File: config.mk
export PLATFORM = sky130hd
export DESIGN_NAME = vc_arbiter
export DESIGN_NICKNAME = d
export VERILOG_FILES = /design/src/rtl/vc_arbiter_pkg.sv /design/src/rtl/vc_arbiter_out_reg.sv /design/src/rtl/vc_arbiter.sv
export SDC_FILE = /design/constraint.sdc
export NUM_CORES = 1
export LEC_CHECK = 0
export ABC_AREA = 1
export CORE_MARGIN = 5
export CORE_UTILIZATION = 52
export CTS_CLUSTER_DIAMETER = 100
export CTS_CLUSTER_SIZE = 25
export DETAILED_ROUTE_END_ITERATION = 10
export GPL_TIMING_DRIVEN = 0
export PLACE_DENSITY = 0.85
export SYNTH_ARGS = -nofsm -noshare
export SYNTH_HDL_FRONTEND = slang
export SYNTH_SLANG_ARGS = --single-unit
File: constraint.sdc
create_clock -name clk -period 3.1 [get_ports clk]
set_clock_uncertainty 0.1 [all_clocks]
set_input_delay 0.465 -clock clk [delete_from_list [all_inputs] [get_ports clk]]
set_output_delay 0.465 -clock clk [all_outputs]
set_load 0.005 [all_outputs]
File: src/rtl/vc_arbiter_pkg.sv
// Shared definitions for the VC0/VC1 weighted round-robin arbiter:
// FSM state encoding, weight width, default data width, weight helper.
package vc_arbiter_pkg;

    localparam int WEIGHT_W  = 4;
    localparam int DEF_WIDTH = 6;

    typedef enum logic [1:0] {
        IDLE   = 2'd0,
        SERVE0 = 2'd1,
        SERVE1 = 2'd2
    } state_t;

    // A programmed weight of zero still grants one pop per turn.
    function automatic logic [WEIGHT_W-1:0] eff_weight(
        input logic [WEIGHT_W-1:0] w
    );
        return (w == '0) ? WEIGHT_W'(1) : w;
    endfunction

endpackage

File: src/rtl/vc_arbiter_out_reg.sv
// Output stage: registers the push strobe and source VC of each pop.
// Ports: clk, reset_L, capture (pop this cycle), sel (popped VC),
//        data0/data1 (source read data, valid the cycle after a pop),
//        push, data, vc (downstream push, word, VC tag).
module vc_arbiter_out_reg
    import vc_arbiter_pkg::*;
#(
    parameter int WIDTH = DEF_WIDTH
) (
    input  logic             clk,
    input  logic             reset_L,
    input  logic             capture,
    input  logic             sel,
    input  logic [WIDTH-1:0] data0,
    input  logic [WIDTH-1:0] data1,
    output logic             push,
    output logic [WIDTH-1:0] data,
    output logic             vc
);

    logic [WIDTH-1:0] hold;

    always_ff @(posedge clk or negedge reset_L) begin
        if (!reset_L) begin
            push <= 1'b0;
            vc   <= 1'b0;
            hold <= '0;
        end else begin
            push <= capture;
            if (capture) vc <= sel;
            if (push) hold <= data;
        end
    end

    // Source read data only becomes valid in the push cycle, so the word
    // is steered straight through then and held afterwards.
    assign data = push ? (vc ? data1 : data0) : hold;

endmodule

File: src/rtl/vc_arbiter.sv
// Weighted round-robin drain of VC0/VC1 source FIFOs into one dest FIFO.
// Ports: clk, reset_L, active, vcX_empty/data/weight, dest_full in;
//        vcX_pop, dest_push, dest_data, dest_vc, arb_idle out.
// Macro VC_ARBITER_STATS_EN adds 8-bit vc0_grants/vc1_grants counters.
module vc_arbiter
    import vc_arbiter_pkg::*;
#(
    parameter int WIDTH = DEF_WIDTH
) (
    input  logic                clk,
    input  logic                reset_L,
    input  logic                active,
    input  logic                vc0_empty,
    input  logic                vc1_empty,
    input  logic [WIDTH-1:0]    vc0_data,
    input  logic [WIDTH-1:0]    vc1_data,
    input  logic [WEIGHT_W-1:0] vc0_weight,
    input  logic [WEIGHT_W-1:0] vc1_weight,
    input  logic                dest_full,
    output logic                vc0_pop,
    output logic                vc1_pop,
    output logic                dest_push,
    output logic [WIDTH-1:0]    dest_data,
    output logic                dest_vc,
    output logic                arb_idle
`ifdef VC_ARBITER_STATS_EN
    ,
    output logic [7:0]          vc0_grants,
    output logic [7:0]          vc1_grants
`endif
);

    state_t              state, state_n;
    logic                last_vc, last_vc_n;
    logic [WEIGHT_W-1:0] cnt, cnt_n;
    logic [WEIGHT_W-1:0] limit, limit_n;
    logic [WEIGHT_W-1:0] cnt_inc;
    logic                cur_vc, cur_empty, oth_empty;
    logic                pop, tgt;

    assign cur_vc    = (state == SERVE1);
    assign cur_empty = cur_vc ? vc1_empty : vc0_empty;
    assign oth_empty = cur_vc ? vc0_empty : vc1_empty;
    assign cnt_inc   = cnt + WEIGHT_W'(1);

    always_ff @(posedge clk or negedge reset_L) begin
        if (!reset_L) begin
            state   <= IDLE;
            last_vc <= 1'b1;
            cnt     <= '0;
            limit   <= '0;
        end else begin
            state   <= state_n;
            last_vc <= last_vc_n;
            cnt     <= cnt_n;
            limit   <= limit_n;
        end
    end

    always_comb begin
        state_n   = state;
        last_vc_n = last_vc;
        cnt_n     = cnt;
        limit_n   = limit;
        pop       = 1'b0;
        tgt       = 1'b0;
        case (state)
            IDLE: begin
                cnt_n = '0;
                if (active && !(vc0_empty && vc1_empty)) begin
                    // Alternate when both wait, else take the busy one.
                    tgt     = vc0_empty ? 1'b1 :
                              vc1_empty ? 1'b0 : !last_vc;
                    state_n = tgt ? SERVE1 : SERVE0;
                    limit_n = eff_weight(tgt ? vc1_weight : vc0_weight);
                end
            end
            SERVE0, SERVE1: begin
                if (!active) begin
                    state_n   = IDLE;
                    cnt_n     = '0;
                    last_vc_n = cur_vc;
                end else if (!dest_full) begin
                    pop = !cur_empty;
                    if (pop && cnt_inc != limit) begin
                        cnt_n = cnt_inc;
                    end else begin
                        cnt_n = '0;
                        if (!oth_empty) begin
                            state_n   = cur_vc ? SERVE0 : SERVE1;
                            limit_n   = eff_weight(cur_vc ? vc0_weight
                                                          : vc1_weight);
                            last_vc_n = cur_vc;
                        end else if (!cur_empty) begin
                            limit_n = eff_weight(cur_vc ? vc1_weight
                                                        : vc0_weight);
                        end else begin
                            state_n   = IDLE;
                            last_vc_n = cur_vc;
                        end
                    end
                end
            end
            default: begin
                state_n = IDLE;
                cnt_n   = '0;
            end
        endcase
    end

    assign vc0_pop  = pop & !cur_vc;
    assign vc1_pop  = pop & cur_vc;
    assign arb_idle = (state == IDLE) && !dest_push;

    vc_arbiter_out_reg #(
        .WIDTH (WIDTH)
    ) u_out (
        .clk     (clk),
        .reset_L (reset_L),
        .capture (pop),
        .sel     (cur_vc),
        .data0   (vc0_data),
        .data1   (vc1_data),
        .push    (dest_push),
        .data    (dest_data),
        .vc      (dest_vc)
    );

`ifdef VC_ARBITER_STATS_EN
    always_ff @(posedge clk or negedge reset_L) begin
        if (!reset_L) begin
            vc0_grants <= 8'd0;
            vc1_grants <= 8'd0;
        end else begin
            if (vc0_pop) vc0_grants <= vc0_grants + 8'd1;
            if (vc1_pop) vc1_grants <= vc1_grants + 8'd1;
        end
    end
`endif

endmodule

# Yosys cells after proc, flatten, opt, wreduce, memory -nomap -nowiden
# Cells that the tools add are included.
# op_classes
n_addsub	1
mul	0
div_mod_pow	0
n_lt_le_gt_ge	0
n_eq_ne	14
n_shift	0
muxes	40
bitwise_logic	2
reduce_logical	18
# op_table
operator	n
$mux W4	16
$mux W2	8
$logic_not A4 Y1	3
$mux W1	12
$mux W6	2
$ne A2 B2 Y1 const B	6
$ne A3 B3 Y1 const B	4
$pmux W4 S2	1
$reduce_and A4 Y1	2
$reduce_and A6 Y1	1
$logic_not A1 Y1	5
$add A4 B1 Y4 const B	1
$logic_and A1 B1 Y1	4
$ne A4 B4 Y1	1
$ne A4 B4 Y1 const B	1
$pmux W2 S2	1
$and A1 B1 Y1	2
$eq A2 B1 Y1 const B	1
$eq A2 B2 Y1 const B	1
$logic_not A2 Y1	1
$reduce_bool A2 Y1	1
$reduce_or A2 Y1	1
# totals
register_bits	19
latchBits	0
ramBits	0
romBits	0
input_bits	26
out_inout_bits	11
wordCells	82
n_memories	0

# Depth between registers and ports, before layout
# Gate-level depths: netlist (run 1).
# logic_depth
ltp_word	10
mapped_depth	13
ltp_nobuf	13

# Modules after synthesis
# Synthesis (run 1) repeated with hierarchy kept, for this count alone.
# hier_totals
cells_unflattened	227
area_unflattened_um2	1430.1
# modules_own_cells
module	instances	cells_per_inst	area_per_inst_um2	seq_area_each_um2
vc_arbiter	1	167	1021.0	276.5
vc_arbiter_out_reg	1	60	409.1	200.2

# Least setup slack after synthesis (run 1)
# No wires, ideal clock.
# synth_path
path_type	register to output
from	reg state[0]
to	out vc0_pop
arrival_ps	1339
t_required_ps	2535
path_slack_ps	1196
path_stages_with_launch	9
n_path_buf	1
cell_sequence	dfrtp_1 -> inv_1 -> ha_1 -> buf_6 -> nand2_1 -> o21ai_2 -> nor2_2 -> nand3_1 -> nor2_1
# synth_via
elab_chain_cells	7
word_cells_on_any_way	10
classes_between	eq/ne: 2; mux: 4; bitwise: 1; reduce/logical: 3
# synth_lines
item	line_no	source
start, declared	vc_arbiter.sv:33	state_t state, state_n;
start signal, assigned	vc_arbiter.sv:53	state <= state_n;
$eq A2 B2 Y1 *	vc_arbiter.sv:41	assign cur_vc = (state == SERVE1);
net cur_vc	vc_arbiter.sv:38	logic cur_vc, cur_empty, oth_empty;
$mux W1	vc_arbiter.sv:42	assign cur_empty = cur_vc ? vc1_empty : vc0_empty;
$logic_not A1 Y1	--	
$mux W1	vc_arbiter.sv:83	end else if (!dest_full) begin
$mux W1	vc_arbiter.sv:79	if (!active) begin
$mux W1	vc_arbiter.sv:67	case (state)
$and A1 B1 Y1 *	vc_arbiter.sv:111	assign vc0_pop = pop & !cur_vc;
end, declared	vc_arbiter.sv:20	output logic vc0_pop,
# Mark *: on every way through the listed nets, which the timed path passes. The rest lies on a longest branch.

# Worst setup path in the final report (run 1)
# Same ends and word-level chain as after synthesis.

==> flow_metrics.py, run 1 <==
metrics = {
    "run_status": {
        "status": "completed",
    },
    "clock_network": {
        "h-tree-depth": 1,
        "root_buffer": "clkbuf_4",
        "post_cts_resized": 0,
        "clkTransAtPathRegs_ns": 0.11,
        "postCtsHoldBufs": 0,
        "clk_path_buf_depth": 2,
        "postCtsSetupRepairBufs": 0,
        "clk_latency_ns": 0.30,
        "cts_num_sinks": 19,
        "cts_buffers": 3,
        "cts_tree": "built",
    },
    "pwr": {
        "leakagePower_nw": 0.876,
        "p_clk_frac": 0.088,
        "power.density_mw_per_mm2": 799,
        "pwr-share-comb": 0.631,
        "p_int_mw": 0.792,
        "ir_drop_v": 0.000574,
        "seqPwrFrac": 0.280,
        "power_mw": 1.45,
        "power.share.switching": 0.454,
        "switching_power_mw": 0.659,
    },
    "worst_setup_path": {
        "critPathCaptureType": "output port",
        "reg2reg_slack_ns": 1.15,
        "startpoint_type": "flop",
        "timing.rr.start": "cnt[0]",
        "max_stage_delay_ns": 0.53,
        "crit_chain": "inv_1 -> ha_1 -> buf_6 -> nand2_1 -> o21ai_2 -> nor2_2 -> nand3_1 -> nor2_1 -> clkdlybuf4s50_1",
        "cp_num_buf_inv": 3,
        "crit_required_ns": 2.53,
        "crit_family": "buffers and inverters",
        "cp.arrival_ns": 2.37,
        "criticalPathCategory": "flop to output port",
        "reg2regPathDepth": 11,
        "reg2reg_to": "state[1]",
        "path_max_fanout": 10,
        "crit_slowest_cell": "clkdlybuf4s50_1",
    },
    "drt": {
        "drtIter0Drc": 93,
        "avgViaCountPerCell": 5.31,
        "detail_route.wirelength_um": 3360,
        "via_count": 1513,
        "wl_per_cell_um": 11.8,
        "first_pass_iters": 4,
        "ant_nets": 0,
        "drc_errors": 0,
    },
    "synth": {
        "synth_common_cells": "nand2_1, inv_1, nor2_1, dfrtp_1, o21ai_0",
        "yosysWarnings": 0,
        "synth_most_common_cell": "nand2_1",
        "syn_avg_cell_area_um2": 6.48,
        "synthMuxAreaShare": 0,
        "synth_ff_type": "dfrtp_1",
        "yosys.area_share.simple": 0.338,
        "netlist_area_mm2": 0.00139,
        "synth_xor_area_frac": 0.00629,
        "synth_top_family_by_area": "simple AND/OR/NAND/NOR gates",
        "synth_edf_count": 0,
        "ys_types": 24,
        "async_flop_share": 1.00,
        "synth_compound_area_frac": 0.184,
        "yosys_register_bits": 19,
        "yosysTopAreaCell": "dfrtp_1",
        "synth-adder-area-share": 0.0359,
        "yosys-top-cells-area": "dfrtp_1, nand2_1, inv_1",
        "syn_inst": 215,
        "netlist.area_leader.share": 0.323,
        "yosysSeqAreaShare": 0.342,
        "syn-num-nets": 245,
    },
    "placed_design": {
        "place_congestion": 0.930,
        "place_hpwl_um": 2670,
        "io_buffers": 36,
    },
    "global_routing": {
        "grt_start_max_net_pins": 20,
        "grt_pass1_wl_um": 5380,
        "grt_usage": 0.188,
        "antenna_found_initial": 0,
        "grt_pass1_vias": 1240,
        "grt.overflow.total": 0,
    },
    "die": {
        "num_rows": 18,
        "die_h_um": 61.8,
        "die_x_um": 61.8,
        "io_pins": 37,
        "dieArea_mm2": 0.00381,
        "design.core.area_mm2": 0.00252,
        "start_util": 0.552,
    },
    "sta": {
        "slew_headroom": 0.423,
        "fmax_mhz": 341,
        "final.period_utilization": 0.947,
        "hold_viol": 0,
        "setup_tns_ns": 0,
        "timing.hold.ws_ns": 0.403,
        "fin_crit_ns": 2.94,
        "finalMaxSlewViolations": 0,
        "rsz0062_at_grt": "false",
        "setup_violations": 0,
        "tightest_slew_ns": 0.863,
    },
    "hold_path": {
        "holdPathEnd": "limit[1]",
        "hold_path.class": "flop to flop",
        "worstHoldPathCells": 2,
        "holdCritStartpoint": "limit[1]",
    },
    "run": {
        "maxCapViolCount": 0,
    },
    "final_layout": {
        "layout-drive-gt1-share": 0.0588,
        "final_nets": 286,
        "syn_to_final_growth_pct": 30.5,
        "num_antenna_cells": 0,
    },
}
layer usage:
layer / up-vias / global-route usage / part of all wire
met2: 50 / 0.303 / 0.46
li1: 784 / - / -
met4: 0 / 0.0636 / 0.015
met3: 4 / 0.0186 / 0.055
met1: 675 / 0.264 / 0.46
met5: - / 0 / 0
through the flow:
stage,instances,utilization,cell area [µm²],setup WS [ns]
global placement,281,0.710,1790,0.304
detailed placement,281,0.710,1790,0.306
finish,285,0.720,1820,0.163
CTS,285,0.720,1820,0.160
global route,285,0.720,1820,0.0112
floorplan,215,-,1390,1.20
worst max path at each step:
stage	slack, ns	start	cells past startpoint	to
4_1_cts	0.16	state[0]	9	vc0_pop
5_1_grt	0.01	state[0]	9	vc1_pop
3_5_place_dp	0.31	vc1_empty	7	vc0_pop
2_1_floorplan	1.20	state[0]	8	vc0_pop
6_report	0.16	state[0]	9	vc0_pop
3_3_place_gp	0.30	vc1_empty	7	vc0_pop
worst reg2reg max path: stages, from the launching register on:
cell     delay, ns
dfrtp_1       0.45
ha_1          0.35
xnor2_1       0.16
nand2_1       0.06
nor2_1        0.12
nand3_1       0.10
nand2_1       0.13
inv_1         0.09
nand2_2       0.11
nand2_1       0.08
nand2_1       0.07
nand2_1       0.05
cell families after synthesis:
| kind of cell | count (synthesis) |
|---|---|
| AO/OA/AOI/OAI | 44 |
| adder cells (fa/ha/maj) | 4 |
| XOR/XNOR | 1 |
| buffers and inverters | 32 |
| flip-flops | 19 |
| AND/OR/NAND/NOR | 115 |
placed cells by master (no fill, tap or decap), types with 2 or more instances in the layout:
cell type         n
nand2_1          73
clkdlybuf4s50_1  36
inv_1            26
nor2_1           20
dfrtp_1          18
o21ai_0          17
nand3_1          13
a31oi_1          12
a21oi_1           6
o22ai_1           5
nand4_1           4
ha_1              4
clkbuf_1          3
clkbuf_4          3
o21ai_2           2
buf_2             2
nand2_2           2
registers in the layout, summed over array words and instances, names as in the netlist:
signal,flops
u_out.vc,1
cnt,4
last_vc,1
u_out.hold,6
u_out.push,1
limit,4
state,2
layout make-up:
cell class | instances | area, µm²
multi-input cells | 164 | 786
fillers | 221 | 706
flip-flops and latches | 19 | 477
repair buffers | 36 | 360
inverters | 27 | 101
well taps | 30 | 37.5
plain buffers | 5 | 28.8
clock buffers | 4 | 26.3
power by group through the flow:
stage | sequential [mW] | clock [mW] | combinational [mW]
finish | 0.407 | 0.128 | 0.917
global route | 0.421 | 0.140 | 1.05
CTS | 0.406 | 0.130 | 0.918
detailed placement | 0.412 | 0 | 0.914
global placement | 0.409 | 0 | 0.902
floorplan | 0.397 | 0 | 0.626
(Power assumes the default switching activity.)
==> run 2: changes to the inputs <==
- CAP_MARGIN: not set -> 20
- CORE_UTILIZATION: 52 -> 54
- CTS_BUF_LIST: not set -> sky130_fd_sc_hd__clkbuf_4
- PLACE_DENSITY: 0.85 -> 0.88
==> flow_metrics.py, run 2 (synthesis gave the netlist of run 1 again) <==
metrics = {
    "drt": {
        "drtIter0Drc": 80,
        "via_count": 1526,
        "ant_nets": 0,
        "detail_route.wirelength_um": 3450,
        "first_pass_iters": 4,
        "avgViaCountPerCell": 5.35,
        "drc_errors": 0,
        "wl_per_cell_um": 12.1,
    },
    "sta": {
        "rsz0062_at_grt": "false",
        "fin_crit_ns": 2.96,
        "slew_headroom": 0.433,
        "fmax_mhz": 338,
        "hold_viol": 0,
        "finalMaxSlewViolations": 0,
        "setup_violations": 0,
        "setup_tns_ns": 0,
        "final.period_utilization": 0.954,
        "tightest_slew_ns": 0.847,
    },
    "pwr": {
        "power_mw": 1.46,
        "leakagePower_nw": 0.880,
        "ir_drop_v": 0.000631,
        "power.density_mw_per_mm2": 804,
    },
    "worst_setup_path": {
        "timing.rr.start": "cnt[0]",
        "reg2regPathDepth": 11,
        "crit_required_ns": 2.53,
        "startpoint_type": "flop",
        "reg2reg_to": "state[0]",
        "criticalPathCategory": "flop to output port",
        "path_max_fanout": 10,
        "reg2reg_slack_ns": 1.15,
        "critPathCaptureType": "output port",
        "startpoint": "state[0]",
        "cp.arrival_ns": 2.39,
    },
    "final_layout": {
        "num_antenna_cells": 0,
        "largest_register_ff_count": 6,
        "top_regs": "u_out.hold (6), cnt (4), limit (4)",
        "syn_to_final_growth_pct": 30.7,
        "largest-register": "u_out.hold",
        "final_common_cell": "nand2_1",
        "most-common-layout-cells": "nand2_1, clkdlybuf4s50_1, inv_1, nor2_1, dfrtp_1",
        "final_core_util": 0.735,
        "layout-drive-gt1-share": 0.0627,
        "final_nets": 286,
        "final_cells": 285,
    },
    "placed_design": {
        "place_hpwl_um": 2790,
        "io_buffers": 36,
        "place_congestion": 0.942,
        "place_inst": 281,
    },
    "global_routing": {
        "grt_start_max_net_pins": 20,
        "grt_pass1_vias": 1334,
        "antenna_found_initial": 0,
        "grt_pass1_wl_um": 5420,
        "grt_usage": 0.193,
        "grt.overflow.total": 0,
    },
    "clock_network": {
        "postCtsSetupRepairBufs": 0,
        "post_cts_resized": 0,
        "root_buffer": "clkbuf_4",
        "clk_path_buf_depth": 2,
        "cts_buffers": 3,
        "postCtsHoldBufs": 0,
        "cts_num_sinks": 19,
        "cts_tree": "built",
        "clk_latency_ns": 0.29,
        "h-tree-depth": 1,
        "clkTransAtPathRegs_ns": 0.11,
    },
    "die": {
        "design.core.area_mm2": 0.00248,
        "die_h_um": 60.8,
        "num_rows": 18,
        "io_pins": 37,
        "start_util": 0.562,
        "die_x_um": 60.8,
        "dieArea_mm2": 0.00369,
    },
    "hold_path": {
        "holdPathEnd": "limit[1]",
        "holdCritStartpoint": "limit[1]",
        "worstHoldPathCells": 2,
        "hold_path.class": "flop to flop",
    },
    "run_status": {
        "status": "completed",
    },
    "run": {
        "maxCapViolCount": 0,
    },
}
-- run 2: cell type report --
type / instances / area, µm²
Multi-Input combinational cell: 164 / 786
Fill cell: 224 / 657
Sequential cell: 19 / 477
Timing Repair Buffer: 36 / 360
Inverter: 27 / 101
Tap cell: 30 / 37.5
Clock buffer: 4 / 30.0
Buffer: 5 / 28.8
-- run 2: worst max path at each step --
| stage | end | slack [ns] |
|---|---|---|
| after floorplan | vc0_pop | 1.20 |
| after global placement | vc0_pop | 0.27 |
| after detailed placement | vc0_pop | 0.26 |
| after CTS | vc0_pop | 0.13 |
| after global routing | vc0_pop | 0.01 |
| final | vc0_pop | 0.14 |
-- run 2: stage by stage --
stage / worst slack, ns / instance area [µm²] / hold WS, ns
final: 0.144 / 1820 / 0.404
after global routing: 0.0103 / 1820 / 0.440
after CTS: 0.134 / 1820 / 0.406
after detailed placement: 0.259 / 1790 / 0.380
after global placement: 0.275 / 1790 / 0.376
after floorplan: 1.20 / 1390 / 0.0694
-- run 2: layer usage --
metal	vias up	GRT usage	part of all wire
li1	785	-	-
met1	694	0.242	0.44
met2	45	0.339	0.50
met3	2	0.0255	0.055
met4	0	0.0681	0.0099
met5	-	0	0
-- run 2: critical path, cell delays in order, from the launching register on --
cell and delay, ns:
dfrtp_1 0.39, inv_1 0.07, ha_1 0.25, buf_6 0.16, nand2_1 0.07, o21ai_2 0.08, nor2_2 0.17, nand3_1 0.21
nor2_1 0.19, clkdlybuf4s50_1 0.52
-- run 2: report_power, final --
part           switching (mW)  internal [mW]  leakage, nW
Combinational           0.524          0.399        0.632
Clock                  0.0738         0.0587       0.0184
Sequential             0.0652          0.343        0.230
Total                   0.663          0.801        0.880
==> run 3: changes to the inputs <==
==> constraint.sdc (replaced) <==
create_clock -name clk -period 3.1 [get_ports clk]
set_clock_uncertainty 0.1 [all_clocks]
set_input_delay 0.62 -clock clk [delete_from_list [all_inputs] [get_ports clk]]
set_output_delay 0.62 -clock clk [all_outputs]
set_load 0.005 [all_outputs]
==> flow_metrics.py, run 3 (synthesis gave the netlist of run 1 again) <==
metrics = {
    "run_status": {
        "status": "completed",
    },
    "clock_network": {
        "clk_latency_ns": 0.29,
        "h-tree-depth": 1,
        "cts_buffers": 3,
        "root_buffer": "clkbuf_4",
        "clkTransAtPathRegs_ns": 0.11,
        "cts_tree": "built",
        "clk_path_buf_depth": 2,
        "postCtsHoldBufs": 0,
        "cts_num_sinks": 19,
    },
    "worst_setup_path": {
        "max_stage_delay_ns": 0.52,
        "cp.arrival_ns": 2.28,
        "crit_required_ns": 2.38,
        "crit_slowest_cell": "clkdlybuf4s50_1",
        "path_max_fanout": 6,
        "crit_chain": "clkdlybuf4s50_1 -> nand2_1 -> o21ai_2 -> nor2_4 -> nand3_2 -> nor2_2 -> clkdlybuf4s50_1",
        "criticalPathCategory": "primary input to output port",
        "critPathCaptureType": "output port",
        "crit_family": "buffers and inverters",
        "startpoint_type": "primary input",
        "cp_num_buf_inv": 2,
        "crit_top_cell": "clkdlybuf4s50_1",
        "reg2reg_slack_ns": 1.14,
    },
    "pwr": {
        "leakagePower_nw": 0.881,
        "p_int_mw": 0.803,
        "p_clk_frac": 0.091,
        "power_mw": 1.48,
        "pwr-share-comb": 0.632,
        "seqPwrFrac": 0.277,
        "power.share.switching": 0.456,
        "switching_power_mw": 0.673,
        "power.density_mw_per_mm2": 805,
        "ir_drop_v": 0.000654,
    },
    "sta": {
        "slew_headroom": 0.434,
        "timing.hold.ws_ns": 0.401,
        "tightest_slew_ns": 0.846,
        "setup_tns_ns": 0,
        "setup_violations": 0,
        "fin_crit_ns": 3.00,
        "hold_viol": 0,
        "final.period_utilization": 0.967,
        "finalMaxSlewViolations": 0,
        "fmax_mhz": 334,
        "setup_ws_ns": 0.102,
        "rsz0062_at_grt": "false",
    },
    "global_routing": {
        "grt_usage": 0.195,
        "antenna_found_initial": 0,
        "grt_start_max_net_pins": 20,
        "grt_pass1_vias": 1347,
        "grt_pass1_wl_um": 5470,
        "grt.overflow.total": 0,
    },
    "die": {
        "die_h_um": 60.8,
        "io_pins": 37,
        "die_x_um": 60.8,
        "num_rows": 18,
        "dieArea_mm2": 0.00369,
        "design.core.area_mm2": 0.00248,
        "start_util": 0.562,
    },
    "placed_design": {
        "placed_area_mm2": 0.00179,
        "io_buffers": 36,
        "place_congestion": 0.942,
        "post-place-ws_ns": -0.0514,
        "place_hpwl_um": 2790,
    },
    "final_layout": {
        "layout-drive-gt1-share": 0.0706,
        "top_regs": "u_out.hold (6), cnt (4), limit (4)",
        "largest-register": "u_out.hold",
        "final_nets": 286,
        "largest_register_ff_count": 6,
        "fin_area_mm2": 0.00183,
        "final_common_cell": "nand2_1",
        "syn_to_final_growth_pct": 31.6,
        "most-common-layout-cells": "nand2_1, clkdlybuf4s50_1, inv_1, nor2_1, dfrtp_1",
        "multi_input_area_um2": 798,
        "regArea_um2": 477,
        "fillers": 222,
        "num_antenna_cells": 0,
    },
    "drt": {
        "drtIter0Drc": 78,
        "via_count": 1527,
        "ant_nets": 0,
        "avgViaCountPerCell": 5.36,
        "wl_per_cell_um": 12.1,
        "drc_errors": 0,
        "detail_route.wirelength_um": 3450,
        "first_pass_iters": 4,
    },
    "hold_path": {
        "hold_path.class": "flop to flop",
    },
    "run": {
        "maxCapViolCount": 0,
    },
}
-- run 3: worst paths after layout --
check                      startpoint            end  cells past startpoint
max                         vc1_empty        vc0_pop                      7
min in group asynchronous     reset_L       limit[2]                      1
max reg2reg                    cnt[0]       state[0]                     11
max in group asynchronous     reset_L  u_out.hold[3]                      1
min reg2reg                  limit[1]       limit[1]                      2
min                          limit[1]       limit[1]                      2
-- run 3: per-layer routing --
layer  part of all wire  routed length, µm  global-route usage  vias up
li1                   -                  -                   -      788
met1               0.44               1530               0.242      688
met2               0.50               1710               0.345       49
met3              0.049                170              0.0255        2
met4             0.0099                 34              0.0681        0
met5                  0                  0                   0        -
-- run 3: per-stage QoR --
stage,std cells,util
after detailed placement,281,0.723
after global routing,285,0.740
after CTS,285,0.739
after global placement,281,0.723
final,285,0.740
after floorplan,215,-
-- run 3: power groups by stage --
stage	Combinational [mW]	Clock (mW)	Sequential, mW
2_1_floorplan	0.626	0	0.397
3_5_place_dp	0.917	0	0.414
6_report	0.933	0.134	0.409
3_3_place_gp	0.898	0	0.409
5_1_grt	1.05	0.143	0.422
4_1_cts	0.925	0.135	0.409
-- run 3: cell type report --
type,count,share of cell area
Multi-Input combinational cell,164,0.435
Sequential cell,19,0.260
Timing Repair Buffer,36,0.197
Inverter,27,0.0553
Tap cell,30,0.0205
Clock buffer,4,0.0164
Buffer,5,0.0157
-- run 3: tightest hold or removal path: stages (launching register included) --
cell	delay (ns)
dfrtp_1	0.38
nand2_1	0.06
nand2_1	0.04
-- run 3: what timing repair did --
| action | in CTS | in global routing |
|---|---|---|
| resized for setup | 2 | 1 |
| setup buffers | 0 | 0 |
| endpoints found under the setup margin | 1 | 1 |
| cloned | 0 | 0 |
